`config.mk`:
```
export PLATFORM = sky130hd
export DESIGN_NAME = seg_scan_driver
export DESIGN_NICKNAME = d
export VERILOG_FILES = /design/src/rtl/seg_scan_driver.sv
export SDC_FILE = /design/constraint.sdc
export NUM_CORES = 1
export LEC_CHECK = 0
export CORE_UTILIZATION = 55
export DETAILED_ROUTE_END_ITERATION = 6
export GPL_TIMING_DRIVEN = 0
export HOLD_SLACK_MARGIN = 0.02
export PLACE_DENSITY = 0.86
export SETUP_SLACK_MARGIN = 0.2
export SYNTH_ARGS = -nofsm -noshare
export SYNTH_HDL_FRONTEND = slang
export SYNTH_SLANG_ARGS = --single-unit
```
`constraint.sdc`:
```
create_clock -name C -period 4.5 [get_ports C]
set_clock_uncertainty 0.2 [all_clocks]
set_input_delay 0.9 -clock C [delete_from_list [all_inputs] [get_ports C]]
set_output_delay 0.9 -clock C [all_outputs]
set_load 0.01 [all_outputs]
```
`src/rtl/seg_scan_driver.sv`:
```
// Multiplexed 7-segment scan driver: one digit lit at a time with a blanking gap
// between digits, snapshotting the digit codes once per frame so a number never tears.
module seg_scan_driver #(
    parameter int NDIG     = 4,
    parameter int DWELL    = 50000,
    parameter int BLANK    = 1000,
    parameter int LZ_BLANK = 1
) (
    input  logic              C,
    input  logic              rst,
    input  logic [4*NDIG-1:0] bcd_in,
    input  logic [NDIG-1:0]   dp_in,
    output logic [7:0]        out,
    output logic [NDIG-1:0]   digit
);

    localparam int TMAX = (DWELL > BLANK) ? DWELL : BLANK;
    localparam int TW   = $clog2(TMAX + 1);
    localparam int IW   = (NDIG > 1) ? $clog2(NDIG) : 1;

    localparam logic [TW-1:0] DWELL_LAST = TW'(DWELL - 1);
    localparam logic [TW-1:0] BLANK_LAST = TW'((BLANK > 0) ? (BLANK - 1) : 0);
    localparam logic [IW-1:0] IDX_LAST   = IW'(NDIG - 1);

    localparam logic [0:0] ST_GAP  = 1'b0;
    localparam logic [0:0] ST_SHOW = 1'b1;

    logic [0:0]        state_q, state_d;
    logic [IW-1:0]     idx_q, idx_d;
    logic [TW-1:0]     timer_q, timer_d;
    logic [4*NDIG-1:0] snap_bcd_q, snap_bcd_d;
    logic [NDIG-1:0]   snap_dp_q, snap_dp_d;
    logic [7:0]        out_q, out_d;
    logic [NDIG-1:0]   digit_q, digit_d;

    logic              frame_start_s;
    logic [4*NDIG-1:0] src_bcd_s;
    logic [NDIG-1:0]   src_dp_s;
    logic [7:0]        seg_s;

    // Active-low hex patterns with the dp bit (bit 7) left dark.
    function automatic logic [7:0] seg_decode(input logic [3:0] code);
        logic [7:0] s;
        case (code)
            4'h0:    s = 8'hC0;
            4'h1:    s = 8'hF9;
            4'h2:    s = 8'hA4;
            4'h3:    s = 8'hB0;
            4'h4:    s = 8'h99;
            4'h5:    s = 8'h92;
            4'h6:    s = 8'h82;
            4'h7:    s = 8'hF8;
            4'h8:    s = 8'h80;
            4'h9:    s = 8'h90;
            4'hA:    s = 8'h88;
            4'hB:    s = 8'h83;
            4'hC:    s = 8'hC6;
            4'hD:    s = 8'hA1;
            4'hE:    s = 8'h86;
            4'hF:    s = 8'h8E;
            default: s = 8'hFF;
        endcase
        return s;
    endfunction

    // A digit is a leading zero when it and every digit above it are zero.
    function automatic logic lz_suppress(input logic [4*NDIG-1:0] src, input logic [IW-1:0] idx);
        logic nz;
        nz = 1'b0;
        for (int j = 0; j < NDIG; j++) begin
            nz = nz | ((j >= int'(idx)) && (src[4*j +: 4] != 4'h0));
        end
        return (LZ_BLANK != 0) && (idx != '0) && !nz;
    endfunction

    // Scan sequencing plus next output values, so outputs change on the state edge.
    always_comb begin
        state_d    = state_q;
        idx_d      = idx_q;
        timer_d    = timer_q + TW'(1);
        snap_bcd_d = snap_bcd_q;
        snap_dp_d  = snap_dp_q;
        case (state_q)
            ST_GAP: begin
                if ((BLANK == 0) || (timer_q == BLANK_LAST)) begin
                    state_d = ST_SHOW;
                    timer_d = '0;
                end else begin
                    state_d = ST_GAP;
                end
            end
            ST_SHOW: begin
                if (timer_q == DWELL_LAST) begin
                    idx_d   = (idx_q == IDX_LAST) ? '0 : idx_q + IW'(1);
                    timer_d = '0;
                    state_d = (BLANK == 0) ? ST_SHOW : ST_GAP;
                end else begin
                    state_d = ST_SHOW;
                end
            end
            default: begin
                state_d = ST_GAP;
                idx_d   = '0;
                timer_d = '0;
            end
        endcase

        // The frame starts on any edge that begins a fresh SHOW slot for digit 0.
        frame_start_s = (state_d == ST_SHOW) && (idx_d == '0) &&
                        ((state_q == ST_GAP) || (timer_q == DWELL_LAST));
        if (frame_start_s) begin
            snap_bcd_d = bcd_in;
            snap_dp_d  = dp_in;
            src_bcd_s  = bcd_in;
            src_dp_s   = dp_in;
        end else begin
            src_bcd_s  = snap_bcd_q;
            src_dp_s   = snap_dp_q;
        end

        if (state_d == ST_SHOW) begin
            seg_s   = lz_suppress(src_bcd_s, idx_d) ? 8'hFF : seg_decode(src_bcd_s[{idx_d, 2'b00} +: 4]);
            out_d   = {~src_dp_s[idx_d], seg_s[6:0]};
            digit_d = ~(NDIG'(1) << idx_d);
        end else begin
            seg_s   = 8'hFF;
            out_d   = 8'hFF;
            digit_d = '1;
        end
    end

    // State, snapshot and registered outputs.
    always_ff @(posedge C or posedge rst) begin
        if (rst) begin
            state_q    <= ST_GAP;
            idx_q      <= '0;
            timer_q    <= '0;
            snap_bcd_q <= '0;
            snap_dp_q  <= '0;
            out_q      <= 8'hFF;
            digit_q    <= '1;
        end else begin
            state_q    <= state_d;
            idx_q      <= idx_d;
            timer_q    <= timer_d;
            snap_bcd_q <= snap_bcd_d;
            snap_dp_q  <= snap_dp_d;
            out_q      <= out_d;
            digit_q    <= digit_d;
        end
    end

    assign out   = out_q;
    assign digit = digit_q;

endmodule

```
---- Yosys cells after proc, flatten, opt, wreduce, memory -nomap -nowiden ----
Memory sizes are Yosys's and may differ from the RTL's.
Cells that the tools add are included.
word-level totals
  flip-flop bits (word level) ............. 51
  bits in read-only memories .............. 112
  word-level logic and storage cells ...... 55
  memories ................................ 1
cells by class
  add/subtract/negate cells ............... 2
  magnitude comparators ................... 4
  eq/ne operators ......................... 3
  shift-type cells ........................ 2
  mux-type cells .......................... 16
  bitwise logic cells ..................... 6
  reductions and logical operators ........ 14
memories
  memory           depth  width  read ports  clocked after memory_dff  write ports  line  text
  (no name shown)  16     7      1           0                         0            44    case (code)
operators by type and width
  kind                   count
  $mux 16                3
  $pmux 16 s2            1
  $add 16x1->16 const B  1
  $eq 16x10->1 const B   1
  $eq 16x16->1 const B   1
  $reduce_bool 4->1      4
  $shiftx 16x5->4        1
  $mux 4                 2
  $mux 8                 1
  $mux 7                 1
  $logic_and 1x1->1      6
  $mux 2                 3
  $ge 1x2->1 const A     2
  $not 4->4              1
  $shl 1x2->4 const A    1
  $lt 2x3->1 const B     1
  $mux 1                 3
  $or 1x1->1             3
  $add 2x1->2 const B    1
  $bmux 1 s2             1
  $eq 2x2->1 const B     1
  $ge 2x2->1 const A     1
  $logic_not 2->1        1
  $not 1->1              2
  other kinds (4)        4

---- Depth between registers and ports, before layout ----
  depth after elaboration ................. 17
  gate-level depth with buffers ........... 15
  depth with buffers taken out ............ 13

---- Least setup slack after synthesis ----
OpenSTA, ideal clock, no wires.
  kind .................................... register to register
  start ................................... register timer_q[0]
  end ..................................... register out_q[3], in the netlist out[3]
  library setup time ...................... 82 ps
  data arrival time ....................... 2988 ps
  slack ................................... 1230 ps
  stages on the path, launching flop included .. 15
  path buffers ............................ 2
  cells stage by stage .................... dfrtp_1 -> ha_1 -> and3_1 -> buf_4 -> or4b_1 -> buf_2 -> or4_4 -> nand2_1 -> a221o_1 -> inv_1 -> ha_1 -> inv_1 -> mux2i_1 -> mux2i_1 -> nand2b_1
on the way
  word-level cells in the longest chain between the ends .. 16
  elaborated cells between the ends (all ways) .. 32
RTL lines
  element                                                line  text
  start: declaration                                     30    logic [TW-1:0] timer_q, timer_d;
  start signal: assignment                               145   timer_q <= timer_d;
  branches (longest 15 deep; another with $mem_v2 16x7)  --
  $mux 8 *                                               121   if (state_d == ST_SHOW) begin
  via out_d[3]                                           33    logic [7:0] out_q, out_d;
  end signal: assignment                                 148   out_q <= out_d;
  end: declaration                                       33
Mark *: on every way through the listed nets, which the timed path passes.

---- Worst setup path in the final report ----
Same ends and word-level chain as after synthesis.

==> results by stage <==
Critical path:
- The critical path startpoint category is a register.
- The worst register-to-register path has a setup slack of 810 ps.
- The delay contributed by the slowest stage of the critical path is 520 ps.
- By startpoint and endpoint, the worst setup path is classified as register to register.
- The arrival time at the worst endpoint is 3720 ps.
- At the worst endpoint, the required time is 4540 ps.
- The category of the worst setup path capture point is a register.
- The maximum fanout encountered on the critical timing path is 7.
- Traced cell by cell, the critical path runs through ha_1, and3_1, buf_4, or4b_1, buf_2, or4_4, nand2_1, a221o_1, inv_1, ha_1, inv_1, mux2i_1, mux2i_1, nand2b_1.
- Among all stages on the critical path, the largest delay is contributed by sky130_fd_sc_hd__or4_4.

Global route:
- The number of global-route vias before repair is 1911.
- The total overflow left after global routing is 0.
- The global-route wire length before repair is 9080 um.
- The maximum number of pins on one net before global-route repair is 37.
- The initial antenna violation count is 0.
- The overall fraction of global-route tracks in use is 22.6%.

Timing:
- The worst pin sits at a relative slew slack of 54.7%.
- For the pin with the worst max-slew slack, the measured transition is 675 ps.
- The share of the clock period used by the worst path is 82.0%.
- The count of final max-slew check failures is 0.
- Counting I/O delays and the setup requirement, the final critical path takes 3690 ps.
- The sum of negative setup slack is 0 ps.
- Setup slack on the critical path of the routed design comes to 812 ps.
- Setup repair after global routing left no endpoint under its margin.
- For this run, the top clock speed supported by timing is 271 MHz.
- Setup violations remaining at the end of the flow were counted as 0.
- The final hold violation count is 0.

Synth:
- After synthesis, the share of flip-flops with an asynchronous set or reset is 100%.
- The number of nets in the synthesized netlist is 286.
- In the synthesized netlist the dominant register cell turns out to be sky130_fd_sc_hd__dfrtp_1.
- The area of the mapped netlist is 2700 sq um.
- Counting flops and latches in the post-synthesis netlist gives 51.
- The number of instances in the synthesized netlist is 255.
- The number of unique standard cell types used by synthesis is 55.
- The Yosys step of the flow raised 0 warnings.
- In this run, synthesis inferred 0 flip-flops with an integrated enable.
- For this run, the register share of the synthesized area comes to 47.8%.
- The average instance in the mapped netlist occupies 10.6 sq um.

Route:
- The first detailed-routing pass took 4 iterations.
- Detailed routing inserted a total of 2067 vias.
- The routed length on met1 is 2670 um.
- The sum of met2 wire segment lengths after detailed routing is 2410 um.
- After the first detailed-routing iteration, the DRC count stood at 173.
- Detailed routing placed a total of 238 um of wire on met3.
- After detailed routing, the average wire length per cell comes to 14.8 um.
- Routed signal wires occupy layers up through met4.
- In the routed design, unresolved DRC markers number 0.
- The mean number of vias per cell is 5.68.
- The post-route antenna net violation count is 0.
- The routed wire length is 5400 um.

Clock tree:
- The number of clock sinks is 51.
- The total of hold buffers inserted after clock tree synthesis is 0.
- The clock tree root driver cell is sky130_fd_sc_hd__clkbuf_8.
- In this run the post-CTS setup repair buffer count came out at 0.
- Clock-pin slew was measured on the worst setup and hold paths at 90 ps.
- The longest clock path from root to sink contains 2 buffers.
- The TritonCTS buffer count is 5.
- After clock tree synthesis, the repair step resized 0 gates.
- TritonCTS built the clock tree.
- The worst-skew pair later-pin latency is 300 ps.
- The clock tree synthesis step divided the H-tree into 2 levels.

Place:
- Before CTS, the worst setup slack after placement is 848 ps.
- The number of I/O port buffers is 33.
- The post-placement cell area is 3140 sq um.
- The final weighted congestion in routability-driven placement is 0.800.
- The wire-length estimate of the detail-placed layout is 4000 um.

Cells and area:
- Relative to the synthesized area, the layout overhead comes to 19.2%.
- After filler insertion, the fill cell instance count of the layout stands at 348.
- Once layout is done, the placed cells without fillers occupy 3220 sq um.
- In the final design database the tool counted 327 nets.
- The number of antenna cells inserted is 0.
- The share of post-route cells with drive strength above 1 is 16.5%.
- The utilization of the core after routing is 68.2%.

Floorplanning:
- The core region is 4720 sq um.
- The die is 72.1 um tall.
- The floorplan has 25 rows.
- The starting density of the core is 57.2%.
- In this run the count of I/O pins placed on the die edge is 34.
- The area of the die is 5200 sq um.
- Measured along the x axis, the die boundary spans 72.1 um.

Job:
- The tool flagged a number of max-cap violations equal to 0.

Run status:
- The run finished with clean final reports.

Power:
- The design draws 780 uW.
- In this run the power density over the cells is 242 nW/um^2.
- Across the VDD grid, the largest voltage drop is 0.000144 V.
- For this design the static power due to leakage is 0.00141 uW.

Hold path:
- The worst hold path belongs to the class register to register.
[synthesized netlist by cell type (5+ instances only)]
cell type	number	area share [%]
sky130_fd_sc_hd__nand3_1	12	2.2
sky130_fd_sc_hd__a21oi_1	7	1.3
sky130_fd_sc_hd__inv_1	11	1.5
sky130_fd_sc_hd__ha_1	9	4.2
sky130_fd_sc_hd__mux2i_1	11	4.1
sky130_fd_sc_hd__xnor2_1	6	1.9
sky130_fd_sc_hd__xor2_1	8	2.6
sky130_fd_sc_hd__mux2_2	10	4.2
sky130_fd_sc_hd__nand2_1	24	3.3
sky130_fd_sc_hd__dfrtp_1	39	36
sky130_fd_sc_hd__nor2_1	22	3.1
sky130_fd_sc_hd__nor3_1	8	1.5
sky130_fd_sc_hd__dfstp_2	12	12
sky130_fd_sc_hd__nand4_1	5	1.2
[power breakdown]
part	leakage [uW]	internal, uW	switching, uW
clock	0.0000412	109	147
sequential	0.000604	466	2.77
combinational	0.000761	29.5	26.0
[layout make-up]
cell class | count | area (sq um) | area share (%)
clock buffers | 6 | 72.6 | 2.25
clock inverters | 2 | 12.5 | 0.388
repair buffers | 34 | 350 | 10.9
multi-input cells | 182 | 1310 | 40.8
inverters | 13 | 48.8 | 1.51
flip-flops and latches | 51 | 1290 | 40.1
plain buffers | 9 | 50.0 | 1.55
well taps | 67 | 83.8 | 2.60
[layer usage]
metal	global-route usage (%)	vias to the layer above
met4	8.28	0
met1	34.7	1013
met3	3.33	8
met5	0	-
li1	-	990
met2	32.5	56
[worst max-delay path, delay by kind of cell, from the launching register on]
kind,cells,cell delay [ps]
AO/OA/AOI/OAI,1,340
adder cells (fa/ha/maj),2,530
buffers and inverters,4,540
flip-flops,1,380
multiplexers,2,200
AND/OR/NAND/NOR,5,1430
[registers in the layout (all words and copies together) (netlist names)]
signal      count
timer_q        16
digit           4
idx_q           2
out             8
snap_bcd_q     16
snap_dp_q       4
state_q         1
[through the flow]
step	hold slack, ps	cells
after global routing	293	364
final	271	364
after global placement	238	355
after detailed placement	256	356
after floorplan	225	255
after CTS	268	364
[final timing paths]
check                                start          to  depth (start not counted)
worst min-delay path            timer_q[0]  timer_q[0]                          1
max in group asynchronous              rst    digit[0]                          3
worst min register to register  timer_q[0]  timer_q[0]                          1
worst max register to register  timer_q[0]      out[3]                         14
min in group asynchronous              rst  timer_q[9]                          2
worst max-delay path            timer_q[0]      out[3]                         14
[layout by cell type, fill, tap and decap left out, types with 4 or more instances in the layout]
master / instances
sky130_fd_sc_hd__dfrtp_1: 39
sky130_fd_sc_hd__clkdlybuf4s50_1: 33
sky130_fd_sc_hd__nand2_1: 24
sky130_fd_sc_hd__nor2_1: 22
sky130_fd_sc_hd__nand3_1: 12
sky130_fd_sc_hd__dfstp_2: 12
sky130_fd_sc_hd__mux2i_1: 11
sky130_fd_sc_hd__inv_1: 10
sky130_fd_sc_hd__mux2_2: 10
sky130_fd_sc_hd__ha_1: 9
sky130_fd_sc_hd__nor3_1: 8
sky130_fd_sc_hd__xor2_1: 8
sky130_fd_sc_hd__a21oi_1: 7
sky130_fd_sc_hd__xnor2_1: 6
sky130_fd_sc_hd__nand4_1: 5
sky130_fd_sc_hd__clkbuf_8: 5
sky130_fd_sc_hd__and3_1: 4
sky130_fd_sc_hd__buf_2: 4
sky130_fd_sc_hd__and2_1: 4
sky130_fd_sc_hd__and4_1: 4
sky130_fd_sc_hd__o211ai_1: 4
sky130_fd_sc_hd__mux2_1: 4
[cell families after synthesis]
logic type,share of synthesized area (%)
AOI/OAI and AO/OA,11.9
xor gates and xnor gates,4.54
adders and majority gates,4.16
buffers and inverters,3.66
DFF,47.8
muxes,9.90
and+or+nand+nor,18.0
Power figures use the tool's default switching activity.
==> patch 1: new RTL, same settings <==
`NDIG`: 4 -> 8.
--- a/src/rtl/seg_scan_driver.sv
+++ b/src/rtl/seg_scan_driver.sv
@@ -3,3 +3,3 @@
 module seg_scan_driver #(
-    parameter int NDIG     = 4,
+    parameter int NDIG     = 8,
     parameter int DWELL    = 50000,
Ports: changed (resized bcd_in, digit and dp_in); port bits go from 34 to 58. The function was not compared with the original's and may differ.
==> patch 1 against the unedited design <==
  * Global-route usage rose by 4.0 points
  * Routed wire length rose by 72%
  * Non-clock buffer count rose by 26
  * Largest power group unchanged
  * Sequential share of layout area fell by 0.43 points
  * Worst hold slack improved by 0.028 ns
  * Sequential power rose by 52%
  * Cell area rose by 50%
  * Sequential cell count rose by 25
  * Count of clock-buffer cells in the layout rose by 6
  * Synthesized area rose by 44%
  * Power rose by 79%
  * Critical path type unchanged
  * Setup slack got worse by 0.51 ns
==> patch 1: results (changes against the unedited design) <==
metric;value;unit;change
sw_frac_of_total;22.4;%;-0.19 points
cts_buffers;9;;+4
worst_pin_slew;0.928;ns;+0.253 ns
status;completed;;
drive_gt1_share;23.5;%;+7.0 points
drtIter0Drc;308;;+78%
clkTransAtPathRegs;0.08;ns;
ir_worst_vdd;0.000166;V;+15%
yosys_warnings;0;;unchanged
ys.flop_type;dfrtp_1;;
fill_cells;506;;+45%
maxSlewViolCount;0;;unchanged
path_max_fanout;8;;+1
synth.net_count;394;;+38%
hp-class;flop to flop;;
num_antenna_cells;0;;unchanged
synth.top_cells.by_count;dfrtp_1 (60), mux2_2 (41), nor2_1 (26);;
postPlaceCellArea;4580;um^2;+46%
async_reset_ff_share;100;%;unchanged
avgRoutedWirePerCell;18.0;um;+21%
dp_slack;0.0849;ns;-0.763 ns
setup_tns;0;ns;unchanged
dp_hpwl;6.68;mm;+67%
reg_top3;snap_bcd_q (32), timer_q (16);;
arrival;4.27;ns;+0.55 ns
grt_pass1_wl;14.9;mm;+64%
antenna_found_initial;0;;unchanged
globalplace.congestion;0.935;;+17%
critPathMaxStageDelay;0.49;ns;-0.03 ns
grt_max_degree;77;;+110%
p_leak;2.04;nW;+45%
ys_seq_area_share;49.5;%;+1.7 points
synth_top_cells_by_area;dfrtp_1 (39%), mux2_2 (12%), dfstp_2 (11%);;
track_usage;26.6;%;+4.0 points
h-tree-depth;3;;+1
first_pass_iters;5;;+1
crit_slowest_cell;or3_1;;
synth_cell_type_count;62;;+13%
synth_compound_area_share;12.4;%;+0.49 points
synth-adder-area-share;2.58;%;-1.6 points
insertion_delay;0.35;ns;+0.05 ns
synth-edff-count;0;;unchanged
nets;466;;+43%
grt_pass1_vias;3039;;+59%
synth_mux_area_share;15.2;%;+5.3 points
portBuffers;57;;+73%
root_buffer;clkbuf_8;;
cts_buffer_depth;2;;unchanged
synth_xor_xnor_area_share;3.16;%;-1.4 points
vias_per_cell;6.03;;+6.3%
## patch 1: metrics by stage
step / cells / utilization (%)
finish: 517 / 71.4
global route: 517 / 71.4
CTS: 513 / 70.9
detailed placement: 497 / 67.4
global placement: 497 / 67.3
floorplan: 344 / -
## patch 1: cell type report
type / count / area, um^2 / area share [%]
Buffer: 8 / 50.0 / 1.03
Clock buffer: 12 / 145 / 2.99
Clock inverter: 4 / 72.6 / 1.50
Inverter: 13 / 51.3 / 1.06
Multi-Input combinational cell: 247 / 1890 / 38.9
Sequential cell: 76 / 1920 / 39.6
Tap cell: 96 / 120 / 2.48
Timing Repair Buffer: 61 / 601 / 12.4
## patch 1: path summary, 6_finish.rpt
kind / start / end / slack (ns) / depth (start not counted)
max in group asynchronous: rst / snap_bcd_q[14]$_DFF_PP0_ / 2.58 / 2
worst max register to register: timer_q[0]$_DFF_PP0_ / out[3]$_DFF_PP1_ / 0.30 / 14
worst min register to register: timer_q[0]$_DFF_PP0_ / timer_q[0]$_DFF_PP0_ / 0.30 / 1
worst min-delay path: timer_q[0]$_DFF_PP0_ / timer_q[0]$_DFF_PP0_ / 0.30 / 1
worst max-delay path: timer_q[0]$_DFF_PP0_ / out[3]$_DFF_PP1_ / 0.30 / 14
min in group asynchronous: rst / snap_bcd_q[15]$_DFF_PP0_ / 0.89 / 2
## patch 1: cells by family after synthesis
kind of cell / count (synthesis)
AND/OR/NAND/NOR: 107
AO/OA/AOI/OAI: 66
XOR/XNOR: 14
adder cells (fa/ha/maj): 8
buffers and inverters: 21
flip-flops: 76
multiplexers: 52
## patch 1: timing repair
item / CTS / global route
pin swaps: 0 / 2
setup buffers: 0 / 4
endpoints found under the setup margin: 4 / 11
resized for setup: 4 / 3
## patch 1: power groups by stage
| stage | sequential (W) | clock [W] | combinational [W] |
|---|---|---|---|
| after floorplan | 0.000719 | 0 | 0.0000531 |
| after CTS | 0.000710 | 0.000576 | 0.000109 |
| after global routing | 0.000712 | 0.000613 | 0.000119 |
| final | 0.000710 | 0.000580 | 0.000109 |
| after detailed placement | 0.000723 | 0 | 0.000108 |
| after global placement | 0.000722 | 0 | 0.000105 |
## patch 1: critical path: cells and delay by family (launching register included)
kind,cells,cell delay (ns)
and+or+nand+nor,4,1.30
adders and majority gates,2,0.48
buffers and inverters,2,0.40
DFF,1,0.39
AOI/OAI and AO/OA,6,1.36
## patch 1: layer usage
metal  share of wire [%]  up-vias  wire (um)  GRT usage, %
met2                  46      155       4320          41.3
met4                 3.6        0        333          11.4
met1                  42     1501       3910          35.5
met5                   0        -          0             0
li1                    -     1424          -             -
met3                 7.9       40        733          7.03
==> patch 2: new RTL, config.mk and constraints unchanged <==
Made on the original files. Remove the register `digit_q`: a continuous assignment takes its place, so the output `digit` follows one clock earlier.
--- a/src/rtl/seg_scan_driver.sv
+++ b/src/rtl/seg_scan_driver.sv
@@ -140,3 +140,2 @@
             out_q      <= 8'hFF;
-            digit_q    <= '1;
         end else begin
@@ -148,5 +147,6 @@
             out_q      <= out_d;
-            digit_q    <= digit_d;
         end
     end
+
+    assign digit_q = digit_d;
 
Check against the original RTL: no difference found for any inputs over 10 cycles, from zero or initial values and one cycle with rst high; that may be too few to reach the edited logic, so the function may still have changed.
==> patch 2 against the unedited design <==
  * The run now ends with design-rule violations left
  * Final cell count fell by 5.2%
  * Power fell by 4.1%
  * Routed wire length up 0.52%
  * Setup slack got worse by 0.36 ns
  * First-iteration DRC count fell by 16%
  * Non-clock buffer count is the same
  * Synthesized area decreased by 3.9%
  * Sequential cell count shrank 4
  * Cell area fell by 3.6%
  * Sequential share of layout area decreased by 1.9 points
  * Largest cell class unchanged
==> patch 2: results (changes against the unedited design) <==
metric;value;unit;change
status;complete, but fails checks;;
violations;design-rule violations;;
dp_hpwl;4.02;mm;+0.59%
r2r_cells;14;;unchanged
drive_gt1_share;15.4;%;-1.1 points
globalplace.congestion;0.962;;+20%
grt_pass1_vias;1968;;+3.0%
max_slew_margin;62.6;%;+7.9 points
crit_family;simple AND/OR/NAND/NOR gates;;
met1_length;2.53;mm;-5.5%
endpoint;digit[1];;
nets;323;;-1.2%
p_leak;1.37;nW;-2.5%
drtIter0Drc;145;;-16%
first_pass_iters;6;;+2
num_antenna_cells;0;;unchanged
use_met1;32.8;%;-1.9 points
ys_seq_area_share;45.6;%;-2.1 points
fill_cells;343;;-1.4%
crit_slowest_cell;clkdlybuf4s50_1;;
grt_pass1_wl;9.20;mm;+1.3%
synth_top_cells_by_area;dfrtp_1 (38%), dfstp_2 (8.1%), ha_1 (4.3%);;
track_usage;23.8;%;+1.2 points
drc_errors;6;;+6
use_met2;37.4;%;+4.9 points
via_count;1995;;-3.5%
reg2reg_setup_slack;0.75;ns;-0.06 ns
met3_length;276;um;+16%
ir_worst_vdd;0.000132;V;-8.2%
p_clk;0.000261;W;+2%
pg_seq;0.000432;W;-7.7%
synth.top_cells.by_count;dfrtp_1 (39), nand2_1 (24), nor2_1 (22);;
synth.net_count;282;;-1.4%
insertion_delay;0.31;ns;
met2_length;2.54;mm;+5.7%
power.switching;0.000165;W;-6.2%
arrival;2.95;ns;-0.77 ns
grt_max_degree;33;;-11%
use_met3;5.27;%;+1.9 points
## patch 2: logic make-up (layout without fill, tap and decap cells)
group	Yosys count	after routing	synth area share, %
simple gates	95	95	18.8
fa+ha+maj	9	9	4.33
compound gates	39	39	12.4
buf+inv	22	64	3.80
xor+xnor	14	14	4.72
flops	47	47	45.6
mux	25	25	10.3
## patch 2: worst min-delay path by stage
stage | start | endpoint | slack [ns] | cells past startpoint
after detailed placement | timer_q[0]$_DFF_PP0_ | timer_q[0]$_DFF_PP0_ | 0.26 | 1
after global placement | timer_q[0]$_DFF_PP0_ | timer_q[0]$_DFF_PP0_ | 0.24 | 1
final | timer_q[0]$_DFF_PP0_ | timer_q[0]$_DFF_PP0_ | 0.27 | 1
after CTS | timer_q[0]$_DFF_PP0_ | timer_q[0]$_DFF_PP0_ | 0.27 | 1
after global routing | timer_q[0]$_DFF_PP0_ | timer_q[0]$_DFF_PP0_ | 0.29 | 1
after floorplan | timer_q[0]$_DFF_PP0_ | timer_q[0]$_DFF_PP0_ | 0.23 | 1
## patch 2: cell type report
class / instances / area share, %
multi-input combinational: 182 / 42.3
sequential: 47 / 38.2
timing repair buffer: 34 / 11.3
clock buffer: 7 / 2.78
tap: 52 / 2.10
buffer: 9 / 1.61
inverter: 13 / 1.57
clock inverter: 1 / 0.161
## patch 2: stage by stage
step	std cells	setup slack (ns)	hold WS (ns)	cell area (um^2)	utilization, %
after floorplan	251	1.23	0.225	2600	-
after global placement	336	0.853	0.239	2990	67.4
after detailed placement	337	0.814	0.260	3010	67.8
after CTS	345	0.459	0.271	3110	69.9
after global routing	345	0.268	0.295	3110	69.9
final	345	0.448	0.272	3110	69.9
